### src/rtl/mem_byte_seq_pkg.sv
// Shared definitions for the word-to-byte MEM-stage sequencer.
package mem_byte_seq_pkg;

    localparam int unsigned WORD_LEN_DEFAULT      = 32;
    localparam int unsigned MEM_CELL_SIZE_DEFAULT = 8;
    localparam int unsigned DATA_BASE_DEFAULT     = 1024;

    typedef enum logic [1:0] {
        MS_IDLE   = 2'd0,
        MS_ACCESS = 2'd1,
        MS_DONE   = 2'd2
    } ms_state_e;

endpackage

### src/rtl/mem_byte_seq.sv
// Performs one word load/store as big-endian byte accesses on a byte-wide
// memory port, freezing the pipeline until the word access completes.
module mem_byte_seq
    import mem_byte_seq_pkg::*;
#(
    parameter int unsigned DATA_BASE     = DATA_BASE_DEFAULT,
    parameter int unsigned WORD_LEN      = WORD_LEN_DEFAULT,
    parameter int unsigned MEM_CELL_SIZE = MEM_CELL_SIZE_DEFAULT
) (
    input  logic                     clk,
    input  logic                     rst,
    input  logic                     readEn,
    input  logic                     writeEn,
    input  logic [WORD_LEN-1:0]      address,
    input  logic [WORD_LEN-1:0]      dataIn,
    output logic [WORD_LEN-1:0]      dataOut,
    output logic                     freeze,
    output logic [WORD_LEN-1:0]      memAddr,
    output logic [MEM_CELL_SIZE-1:0] memWData,
    output logic                     memWe,
    output logic                     memRe,
    input  logic [MEM_CELL_SIZE-1:0] memRData,
    input  logic                     memAck
);

    localparam int unsigned          CELLS      = WORD_LEN / MEM_CELL_SIZE;
    localparam int unsigned          CNT_W      = $clog2(CELLS);
    localparam logic [CNT_W-1:0]     LAST_CELL  = CNT_W'(CELLS - 1);
    localparam logic [WORD_LEN-1:0]  ALIGN_MASK = ~WORD_LEN'(CELLS - 1);

    ms_state_e           state;
    logic [CNT_W-1:0]    cnt;
    logic [WORD_LEN-1:0] base;
    logic [WORD_LEN-1:0] st_reg;
    logic [WORD_LEN-1:0] rd_reg;
    logic                is_store;

    logic req;
    logic low;
    logic load;

    // A simultaneous read and write request is treated as a store.
    assign req  = readEn | writeEn;
    assign load = readEn & ~writeEn;
    assign low  = (address < WORD_LEN'(DATA_BASE));

    always_ff @(posedge clk or posedge rst) begin
        if (rst) begin
            state    <= MS_IDLE;
            cnt      <= '0;
            base     <= '0;
            st_reg   <= '0;
            rd_reg   <= '0;
            is_store <= 1'b0;
        end else begin
            case (state)
                MS_IDLE: begin
                    if (req && !low) begin
                        state    <= MS_ACCESS;
                        cnt      <= '0;
                        base     <= address & ALIGN_MASK;
                        st_reg   <= dataIn;
                        is_store <= writeEn;
                    end
                end
                MS_ACCESS: begin
                    if (memAck) begin
                        cnt <= cnt + 1'b1;
                        if (is_store) begin
                            st_reg <= st_reg << MEM_CELL_SIZE;
                        end else begin
                            rd_reg <= {rd_reg[WORD_LEN-MEM_CELL_SIZE-1:0], memRData};
                        end
                        if (cnt == LAST_CELL) begin
                            state <= MS_DONE;
                        end
                    end
                end
                MS_DONE: state <= MS_IDLE;
                default: state <= MS_IDLE;
            endcase
        end
    end

    // Port outputs decode purely from registered state, so they stay stable
    // across wait cycles and drop to zero as soon as reset is applied.
    assign memAddr  = (state == MS_ACCESS) ? (base + WORD_LEN'(cnt)) : '0;
    assign memWe    = (state == MS_ACCESS) &&  is_store;
    assign memRe    = (state == MS_ACCESS) && !is_store;
    assign memWData = st_reg[WORD_LEN-1 -: MEM_CELL_SIZE];

    assign freeze  = req & ~low & (state != MS_DONE) & ~rst;
    assign dataOut = (load && low) ? '0 : rd_reg;

endmodule

### config.mk
export PLATFORM = sky130hd
export DESIGN_NAME = mem_byte_seq
export DESIGN_NICKNAME = d
export VERILOG_FILES = /design/src/rtl/mem_byte_seq_pkg.sv /design/src/rtl/mem_byte_seq.sv
export SDC_FILE = /design/constraint.sdc
export NUM_CORES = 1
export LEC_CHECK = 0
export ABC_AREA = 1
export BUFFER_PORTS_ARGS = -buffer_cell sky130_fd_sc_hd__buf_2
export CAP_MARGIN = 20
export CORE_MARGIN = 3
export CORE_UTILIZATION = 47
export DETAILED_ROUTE_END_ITERATION = 8
export PLACE_DENSITY = 0.78
export SKIP_LAST_GASP = 1
export SYNTH_ARGS = -nofsm -noshare
export SYNTH_HDL_FRONTEND = slang
export SYNTH_SLANG_ARGS = --single-unit
### constraint.sdc
create_clock -name clk -period 4.2 [get_ports clk]
set_input_delay 0.84 -clock clk [delete_from_list [all_inputs] [get_ports clk]]
set_output_delay 0.84 -clock clk [all_outputs]
set_load 0.005 [all_outputs]
== Word level (Yosys, flattened, before mapping) ==
Cells that the tools add are included.

* Register bits: 99
* Bits in latches: 0
* Bits in writable memories: 0
* Memory bits (read-only): 0
* Bits of input ports: 77
* Output and inout bits: 75
* Logic and storage cells: 51
* Memories kept: 0

* Add/sub/neg operators: 2
* Multipliers: 0
* Div/mod/pow operators: 0
* Order comparisons: 1
* Equal/unequal tests: 7
* Shift-type cells: 0
* Multiplexer cells: 13
* Bitwise operators: 9
* Reduce and logical (&&, ||, !) cells: 13

{| class="wikitable"
|+ Operators by type and width
! operator !! number
|-
| $mux 32 || 5
|-
| $pmux 32 s2 || 1
|-
| $add 32x2->32 || 1
|-
| $lt 32x11->1 const B || 1
|-
| $mux 2 || 5
|-
| $ne 2x2->1 const B || 5
|-
| $reduce_and 3->1 || 3
|-
| $pmux 2 s2 || 2
|-
| $and 1x1->1 || 4
|-
| $logic_and 1x1->1 || 4
|-
| $not 1->1 || 4
|-
| $reduce_and 4->1 || 1
|-
| $add 2x1->2 const B || 1
|-
| $eq 2x1->1 const B || 1
|-
| $eq 2x2->1 const B || 1
|-
| $logic_not 1->1 || 2
|-
| $logic_not 2->1 || 1
|-
| $reduce_and 2->1 || 1
|-
| $reduce_bool 2->1 || 1
|-
| $or 1x1->1 || 1
|}

== Logic depth before layout (Yosys ltp) ==
Gate-level depths: netlist (run 1).

* Word-level depth: 5
* Mapped depth: 10
* Mapped depth without buffers: 9

== Least setup slack after synthesis (run 1) ==
Ideal clock, no wire load.

* Path type: input to output
* Start: input port rst
* End: output port freeze
* Data arrival time: 3409 ps
* Data required time: 3360 ps
* Setup slack: -49 ps
* Cell stages on the path: 3
* Path buffers: 0
* Cell sequence: inv_1 -> o21ai_0 -> nor2_1

* Longest elaborated chain between the ends: 2

{| class="wikitable"
|+ RTL lines
! what !! line !! RTL
|-
| from (decl) || mem_byte_seq.sv:11 || <nowiki>input logic rst,</nowiki>
|-
| $not 1->1 || mem_byte_seq.sv:92 || <nowiki>assign freeze = req & ~low & (state != MS_DONE) & ~rst;</nowiki>
|-
| $and 1x1->1 || mem_byte_seq.sv:92 ||
|-
| to (decl) || mem_byte_seq.sv:17 || <nowiki>output logic freeze,</nowiki>
|}

Every way passes these cells.

== Worst setup path after layout (run 1) ==
* Start: register state[1]
* End: register st_reg[25]

* Longest elaborated chain between the ends: 3
* Elaborated cells between the ends (all ways): 8

{| class="wikitable"
|+ RTL lines
! what !! line !! RTL
|-
| from (decl) || mem_byte_seq.sv:31 || <nowiki>ms_state_e state;</nowiki>
|-
| from (signal assigned) || mem_byte_seq.sv:49 || <nowiki>state <= MS_IDLE;</nowiki>
|-
| from (signal assigned) || mem_byte_seq.sv:59 || <nowiki>state <= MS_ACCESS;</nowiki>
|-
| from (signal assigned) || mem_byte_seq.sv:75 || <nowiki>state <= MS_DONE;</nowiki>
|-
| $eq 2x1->1 or $logic_not 2->1 (tied branches) || mem_byte_seq.sv:56 || <nowiki>case (state)</nowiki>
|-
| $ne 2x2->1 (no line) or $reduce_bool 2->1 (tied branches) || -- ||
|-
| $reduce_and 4->1 (no line) || -- ||
|-
| to (signal assigned) || mem_byte_seq.sv:62 || <nowiki>st_reg <= dataIn;</nowiki>
|-
| to (signal assigned) || mem_byte_seq.sv:70 || <nowiki>st_reg <= st_reg << MEM_CELL_SIZE;</nowiki>
|-
| to (decl) || mem_byte_seq.sv:34 || <nowiki>logic [WORD_LEN-1:0] st_reg;</nowiki>
|}

Several ways; a longest one is shown, not always the timed one.
A chain may end at the register's enable or synchronous reset.

==> impl_metrics.tcl, run 1 <==
set metrics [dict create \
    status "finished, final reports clean" \
    min_path_cells 2 \
    finalMaxSlewViolations 0 \
    wl_per_cell_um 12.26 \
    reg2reg_slack_ns 1.15 \
    drc_errors 0 \
    finalSetupViolCount 0 \
    timing.final.hold_violations 0 \
    die-height_um 108.7 \
    drive_above_1_share 0.2302 \
    dp_hpwl_um 7718 \
    initial_utilization 0.4960 \
    synth_edf_count 0 \
    syn_nets 749 \
    comb_power_share 0.459 \
    critical_path_class "reg2reg" \
    required_ns 4.45 \
    synth_fa_ha_area_frac 0.002523 \
    synthDistinctLibCells 22 \
    r2r-end "st_reg[25]$_DFFE_PP0P_" \
    finClkSkew_ns 0.007655 \
    placed_cell_area_um2 5639 \
    diodes 0 \
    synth_top_family_by_area "simple AND/OR/NAND/NOR gates" \
    grt_max_degree 65 \
    numCtsBuffers 9 \
    p_per_area_nw_per_um2 684.8 \
    postCtsSetupRepairBufs 0 \
    viasPerCell 4.796 \
    synthArstFlopShare 1.000 \
    die_w_um 108.7 \
    crit_start "state[1]$_DFFE_PP0P_" \
    slew_headroom 0.3513 \
    yosys-top-cells-area "dfrtp_1 (50%), nand2_1 (17%), nor2_1 (7.3%)" \
    ys_seq_area_frac 0.4995 \
    cts-htree-levels 3 \
    synth_area_per_cell_um2 7.392 \
    clockBufferDepth 2 \
    ant_nets 0 \
    synth_top_area_share 0.4995 \
    startpoint_type "flop" \
    fill_cells 945 \
    cap_violations 0 \
    synth-simple-area-share 0.3373 \
    synth-compound-area-share 0.03784 \
    netSwitchingFraction 0.4197 \
    place.gp.congestion 0.8117 \
    clock-sinks 99 \
    finalCritPeriodShare 0.7266 \
    power_switching_mw 1.670 \
    coreArea_um2 10000 \
    grt_usage 0.1986 \
    pwr-share-seq 0.402 \
    muxShareOfSynthArea 0 \
    cts_tree "done" \
    p_leak_nw 3.422 \
    vdd_ir_drop_max_mv 0.3148 \
    area_growth_pct 17.15 \
    tightest_slew_ns 0.9696 \
    synth-seq-cells 99 \
    hold_class "reg2reg" \
    gr-total-overflow 0 \
    worstPathArrival_ns 3.30 \
    p_int_mw 2.309 \
    dr.pass1.iters 6 \
    synth_area_um2 4960 \
    final_area_um2 5811 \
    rsz0062_at_grt "no" \
    antenna_found_initial 1 \
    whs_endpoint "st_reg[26]$_DFFE_PP0P_" \
    cts_hold_buf 0 \
    crit_path_max_fanout 36 \
    holdCritStartpoint "st_reg[26]$_DFFE_PP0P_" \
    grt_pass1_vias 4163 \
    r2r_cells 8 \
    ys_warn_count 0 \
    post_cts_resized 0 \
    synth_most_common_cell "nand2_1" \
    nets 868 \
    pwr-share-clk 0.140 \
    synth_top_cell_by_area "dfrtp_1" \
    port_buffers 149 \
    synthFlopType "dfrtp_1" \
    clkTransAtPathRegs_ns 0.10 \
    fmax_mhz 327.7 \
    drt_iter0_drc 338 \
    row_count 36 \
    die_area_um2 11820 \
    synth-xor-area-share 0 \
    clockRootBuffer "clkbuf_8" \
    vias 4451 \
    clk_latency_ns 0.36 \
    period_minus_slack_ns 3.052 \
    tns_ns 0 \
    wirelength_um 11380 \
    ios 152 \
    grt_pass1_wl_um 18750 \
    cp-end-kind "flop" \
    r2r_start "state[1]$_DFFE_PP0P_" \
    synth_common_cells "nand2_1 (231), dfrtp_1 (99), nor2_1 (97), inv_1 (83), nand4_1 (33)" \
    syn_inst 671 \
]
## power groups by stage
stage / Clock, mW / Combinational, mW / Sequential [mW]
global route: 0.612 / 2.12 / 1.65
CTS: 0.578 / 1.85 / 1.60
floorplan: 0 / 1.37 / 1.56
global placement: 0 / 1.79 / 1.59
finish: 0.556 / 1.82 / 1.60
detailed placement: 0 / 1.84 / 1.61
## kinds of logic (layout without fill, tap and decap cells)
| group | Yosys count | in the layout |
|---|---|---|
| compound gates | 37 | 37 |
| flops | 99 | 99 |
| buf+inv | 132 | 256 |
| fa+ha+maj | 1 | 1 |
| simple gates | 402 | 402 |
## placed cells by master (no fill, tap or decap), types with 4 or more instances in the layout
cell type / n
nand4_1: 33
nand2_1: 231
nand2_2: 5
buf_4: 6
dfrtp_1: 99
inv_1: 82
o21ai_0: 24
nand3_1: 31
o21ai_1: 4
buf_2: 149
nor2_1: 96
a21oi_1: 8
clkbuf_8: 10
## worst max-delay path by stage
stage | slack, ns | to
2_1_floorplan | 0.80 | freeze
3_3_place_gp | 1.23 | dataOut[4]
3_5_place_dp | 1.17 | st_reg[2]$_DFFE_PP0P_
4_1_cts | 1.13 | st_reg[19]$_DFFE_PP0P_
5_1_grt | 0.79 | st_reg[19]$_DFFE_PP0P_
6_report | 1.15 | st_reg[25]$_DFFE_PP0P_
## stage by stage
stage,hold WS [ns],setup WS [ns],cells,power (mW),utilization
floorplan,0.4419,0.7990,671,2.924,-
global placement,0.4506,1.228,912,3.380,0.5639
detailed placement,0.4574,1.167,912,3.456,0.5639
CTS,0.4795,1.132,928,4.024,0.5811
global route,0.5040,0.7891,928,4.388,0.5811
finish,0.4760,1.148,928,3.979,0.5811
## final cells by class
cell class / count / area [um^2] / area share
Inverter: 85 / 322.8 / 0.05556
Clock inverter: 4 / 26.28 / 0.004522
Timing Repair Buffer: 155 / 790.8 / 0.1361
Multi-Input combinational cell: 440 / 1882 / 0.3239
Tap cell: 133 / 166.4 / 0.02864
Clock buffer: 12 / 145.1 / 0.02498
Sequential cell: 99 / 2477 / 0.4264
## critical path, stage by stage, from the launching register on
cell and delay [ns]:
dfrtp_1 0.45, inv_2 0.08, nand2_2 0.36, buf_4 0.45
inv_1 0.12, nand2_2 0.49, nand3_2 0.67, nand2_1 0.23
nand2_1 0.07
## per-layer routing
| metal | GRT usage | up-vias | part of all wire |
|---|---|---|---|
| met2 | 0.3208 | 164 | 0.45 |
| met4 | 0.07755 | 2 | 0.019 |
| met5 | 0 | - | 0.0011 |
| li1 | - | 2270 | - |
| met1 | 0.2583 | 1995 | 0.45 |
| met3 | 0.04855 | 20 | 0.082 |
Power figures use the tool's default switching activity.
==> inputs of run 2 (changes only) <==
Clock period 4.2 ns to 2.49 ns, I/O delays scaled along.
==> run 2 against run 1 <==
Worst hold slack worse by 0.17 ns. Largest cell class unchanged. Critical path depth up 1. Worst setup slack worse by 0.82 ns. Clock skew about the same. Highest routed layer is now met4. Final cell count up 0.32%. Clock-buffer cell count up 1. Utilization up 0.78 points.
==> impl_metrics.tcl, run 2 (synthesized netlist as in run 1, its figures left out) <==
set metrics [dict create \
    slowest_delay_ns 0.21 \
    postCtsSetupRepairBufs 0 \
    cap_violations 0 \
    fmax_mhz 461.8 \
    pwr-share-clk 0.150 \
    r2r-end "st_reg[6]$_DFFE_PP0P_" \
    ios 152 \
    die_w_um 108.7 \
    p_per_area_nw_per_um2 1166 \
    die_area_um2 11820 \
    final_common_cell "nand2_1" \
    reg2reg_slack_ns 0.70 \
    placedCellCount 916 \
    period_minus_slack_ns 2.165 \
    vdd_ir_drop_max_mv 0.5800 \
    drc_errors 0 \
    row_count 36 \
    placed_cell_area_um2 5694 \
    worstPathCellList "buf_2 -> nor2_1 -> nand2_1 -> nor2_1 -> nand3_1 -> nor3_4 -> buf_12 -> nor2_1 -> buf_2" \
    crit_path_max_fanout 32 \
    rsz0062_at_grt "no" \
    crit_start "address[18]" \
    hold_class "in2async" \
    grt_usage 0.2013 \
    diodes 0 \
    p_leak_nw 3.461 \
    slew_headroom 0.5804 \
    pwr-share-seq 0.393 \
    ant_nets 0 \
    nets 872 \
    comb_power_share 0.457 \
    startpoint_type "input port" \
    initial_utilization 0.4960 \
    numCtsBuffers 9 \
    finClkSkew_ns 0.007551 \
    r2r_start "state[1]$_DFFE_PP0P_" \
    final_cell_mix "nand2_1 (231), buf_2 (149), dfrtp_1 (99)" \
    timing.final.hold_violations 0 \
    clk_latency_ns 0.35 \
    finalCritPeriodShare 0.8696 \
    wirelength_um 11530 \
    area_growth_pct 18.72 \
    dp_hpwl_um 7893 \
    drive_above_1_share 0.2331 \
    grt_pass1_vias 4311 \
    clockRootBuffer "clkbuf_8" \
    power_switching_mw 2.807 \
    regArea_um2 2477 \
    final_area_um2 5888 \
    drt_iter0_drc 298 \
    critical_path_class "in2out" \
    worstPathArrival_ns 1.67 \
    cts-htree-levels 3 \
    dr.pass1.iters 5 \
    cts_tree "done" \
    critical_path.most_common_cell "nor2_1" \
    place.gp.congestion 0.8052 \
    antenna_found_initial 0 \
    cts_hold_buf 0 \
    gr-total-overflow 0 \
    clock-sinks 99 \
    netSwitchingFraction 0.4090 \
    p_int_mw 4.056 \
    status "finished, final reports clean" \
    wl_per_cell_um 12.38 \
    viasPerCell 4.830 \
    required_ns 1.99 \
    stdcell_count 931 \
    coreArea_um2 10000 \
    finalMaxSlewViolations 0 \
    cp-end-kind "primary output" \
    port_buffers 149 \
    clkTransAtPathRegs_ns 0.08 \
    post_cts_resized 0 \
    tightest_slew_ns 0.6286 \
    vias 4497 \
    die-height_um 108.7 \
    endpoint "dataOut[12]" \
    r2r_cells 7 \
    multi_input_area_um2 1882 \
    fill_cells 959 \
    finalSetupViolCount 0 \
    grt_pass1_wl_um 19280 \
    clockBufferDepth 2 \
    cpMaxStageDelayCell "buf_12" \
    grt_max_degree 100 \
]
==> run 2: cell count changes in the layout (fill, tap and decap cells not counted), sizes merged <==
cell	previous run	this run
clkinvlp	2	1
clkinv	3	1
buf	155	159
clkbuf	12	13
bufinv	0	1
==> run 2: per-stage QoR <==
step / hold slack [ns] / power [mW] / worst slack [ns] / utilization / setup TNS (ns)
final: 0.3019 / 6.864 / 0.3247 / 0.5888 / 0
after global routing: 0.3597 / 7.537 / 0.2061 / 0.5888 / 0
after CTS: 0.3278 / 6.932 / 0.3105 / 0.5888 / 0
after detailed placement: 0.4586 / 5.882 / 0.3111 / 0.5694 / 0
after global placement: 0.4509 / 5.743 / 0.3275 / 0.5694 / 0
after floorplan: 0.4419 / 4.931 / -0.2147 / - / -0.2147
==> run 2: area by class of cell <==
class	instances	area share
clock inverter	2	0.005950
multi-input combinational	440	0.3196
inverter	85	0.05482
sequential	99	0.4207
clock buffer	13	0.02699
timing repair buffer	159	0.1436
tap	133	0.02826
==> run 2: how the worst min path moves through the flow <==
| stage | start | end | slack (ns) | cells past startpoint |
|---|---|---|---|---|
| 3_5_place_dp | base[26]$_DFFE_PP0P_ | base[26]$_DFFE_PP0P_ | 0.46 | 2 |
| 4_1_cts | rst | state[1]$_DFFE_PP0P_ | 0.33 | 3 |
| 3_3_place_gp | st_reg[27]$_DFFE_PP0P_ | st_reg[27]$_DFFE_PP0P_ | 0.45 | 2 |
| 6_report | rst | st_reg[12]$_DFFE_PP0P_ | 0.30 | 3 |
| 5_1_grt | address[3] | base[3]$_DFFE_PP0P_ | 0.36 | 3 |
| 2_1_floorplan | base[12]$_DFFE_PP0P_ | base[12]$_DFFE_PP0P_ | 0.44 | 2 |
==> run 2: layer usage <==
layer,part of all wire,track usage,vias to the layer above
met5,0,0,-
li1,-,-,2285
met4,0.013,0.07124,0
met2,0.48,0.3416,151
met1,0.44,0.2540,2047
met3,0.071,0.04440,14
==> run 2: power groups by stage <==
stage	clock (mW)	sequential, mW	combinational [mW]
6_report	1.03	2.70	3.14
5_1_grt	1.12	2.79	3.63
4_1_cts	1.06	2.70	3.17
3_3_place_gp	0	2.68	3.06
2_1_floorplan	0	2.63	2.30
3_5_place_dp	0	2.72	3.16
==> run 2: worst max-delay path, delay by kind of cell <==
family | cells | cell delay (ns)
AND/OR/NAND/NOR | 6 | 0.72
buffers and inverters | 3 | 0.45
==> inputs of run 3 (changes only) <==
Settings changed: CORE_ASPECT_RATIO set to 0.8.
==> run 3 against run 2 <==
Worst setup slack lost 0.038 ns. Die area is essentially flat. Clock-buffer cell count shrank 3. Final cell count grew 0.64%. Via count grew 0.42%. Power grew 5.5%. Critical path type unchanged. Critical endpoint is now dataOut[15]. Largest cell class unchanged.
==> impl_metrics.tcl, run 3 (synthesized netlist as in run 1, its figures left out) <==
set metrics [dict create \
    p_per_area_nw_per_um2 1208 \
    rsz0062_at_grt "no" \
    fmax_mhz 453.8 \
    port_buffers 149 \
    cpLargestDelayFamily "simple AND/OR/NAND/NOR gates" \
    drc_errors 0 \
    grt_pass1_wl_um 19290 \
    stdcell_count 937 \
    dr.pass1.iters 5 \
    timing.final.hold_violations 0 \
    wl_per_cell_um 12.33 \
    startpoint_type "input port" \
    area_growth_pct 20.89 \
    finalSetupViolCount 0 \
    crit_path_max_fanout 32 \
    ant_nets 0 \
    coreArea_um2 9970 \
    required_ns 1.99 \
    worstPathCellList "buf_2 -> nor2_1 -> nand2_1 -> nor2_1 -> nand3_1 -> nor3_4 -> buf_12 -> nor2_1 -> buf_2" \
    cpMaxStageDelayCell "buf_12" \
    place.gp.congestion 0.8367 \
    wirelength_um 11560 \
    post-route-util 0.6014 \
    post_cts_resized 0 \
    clock-sinks 99 \
    clockRootBuffer "clkbuf_16" \
    crit_start "address[20]" \
    finalCritPeriodShare 0.8851 \
    slowest_delay_ns 0.20 \
    p_leak_nw 3.501 \
    cts_hold_buf 0 \
    dp_hpwl_um 8002 \
    postCtsSetupRepairBufs 0 \
    clk_latency_ns 0.34 \
    diodes 0 \
    reg2reg_slack_ns 0.44 \
    grt_usage 0.1971 \
    viasPerCell 4.820 \
    cap_violations 0 \
    critical_path.most_common_cell "nor2_1" \
    numCtsBuffers 9 \
    drt_iter0_drc 310 \
    cts_tree "done" \
    vdd_ir_drop_max_mv 0.5710 \
    final_cell_mix "nand2_1 (231), buf_2 (149), dfrtp_1 (99)" \
    slew_headroom 0.5673 \
    clkTransAtPathRegs_ns 0.07 \
    tightest_slew_ns 0.6483 \
    worstPathArrival_ns 1.71 \
    finalMaxSlewViolations 0 \
    antenna_found_initial 0 \
    gr-total-overflow 0 \
    period_minus_slack_ns 2.204 \
    critical_path_class "in2out" \
    die_w_um 120.9 \
    initial_utilization 0.4975 \
    final_common_cell "nand2_1" \
    placedCellCount 921 \
    hold_class "in2async" \
    fill_cells 899 \
    cp-end-kind "primary output" \
    crit_buf_inv 3 \
    ios 152 \
    finClkSkew_ns 0.004363 \
    grt_pass1_vias 4280 \
    r2r_cells 7 \
    die_area_um2 11830 \
    row_count 32 \
    r2r-end "st_reg[31]$_DFFE_PP0P_" \
    endpoint "dataOut[15]" \
    clockBufferDepth 2 \
    grt_max_degree 65 \
    r2r_start "state[1]$_DFFE_PP0P_" \
    nets 874 \
    status "finished, final reports clean" \
    drive_above_1_share 0.2372 \
    cts-htree-levels 3 \
    die-height_um 97.88 \
    vias 4516 \
    tns_ns 0 \
    cp.depth 9 \
]
==> run 3: worst min-delay path by stage <==
| stage | endpoint | slack, ns | startpoint |
|---|---|---|---|
| after floorplan | base[12]$_DFFE_PP0P_ | 0.44 | base[12]$_DFFE_PP0P_ |
| after global placement | st_reg[7]$_DFFE_PP0P_ | 0.45 | st_reg[7]$_DFFE_PP0P_ |
| after detailed placement | base[31]$_DFFE_PP0P_ | 0.46 | base[31]$_DFFE_PP0P_ |
| after CTS | base[3]$_DFFE_PP0P_ | 0.38 | address[3] |
| after global routing | base[4]$_DFFE_PP0P_ | 0.40 | address[4] |
| final | state[1]$_DFFE_PP0P_ | 0.37 | rst |
==> run 3: routing by layer <==
| layer | track usage | part of all wire | vias to the layer above |
|---|---|---|---|
| met5 | 0 | 0 | - |
| met4 | 0.05662 | 0.014 | 0 |
| met3 | 0.04980 | 0.076 | 15 |
| met2 | 0.3202 | 0.46 | 162 |
| met1 | 0.2629 | 0.45 | 2053 |
| li1 | - | - | 2286 |
==> run 3: final cells by class <==
type / count / area, um^2 / share of cell area
inverter: 85 / 322.8 / 0.05384
sequential: 99 / 2477 / 0.4132
tap: 136 / 170.2 / 0.02838
timing repair buffer: 161 / 848.3 / 0.1415
clock inverter: 6 / 66.31 / 0.01106
clock buffer: 10 / 229.0 / 0.03819
multi-input combinational: 440 / 1882 / 0.3139
==> run 3: power by group <==
group          leakage [nW]  switching, mW  internal (mW)
Combinational          2.13           1.94           1.22
Sequential             1.24          0.373           2.33
Clock                 0.135          0.599          0.779
==> run 3: through the flow <==
step	area (um^2)	setup WS [ns]	hold WS (ns)	power, mW
2_1_floorplan	4964	-0.2147	0.4419	4.931
3_5_place_dp	5700	0.2962	0.4580	5.911
5_1_grt	5996	0.1908	0.3989	7.917
6_report	5996	0.2862	0.3699	7.244
3_3_place_gp	5700	0.3036	0.4535	5.779
4_1_cts	5996	0.2770	0.3780	7.314
==> run 3: worst register-to-register path, delay by kind of cell, from the launching register on <==
kind,cells,cell delay [ns]
DFF,1,0.43
buffers and inverters,1,0.08
and+or+nand+nor,6,1.43
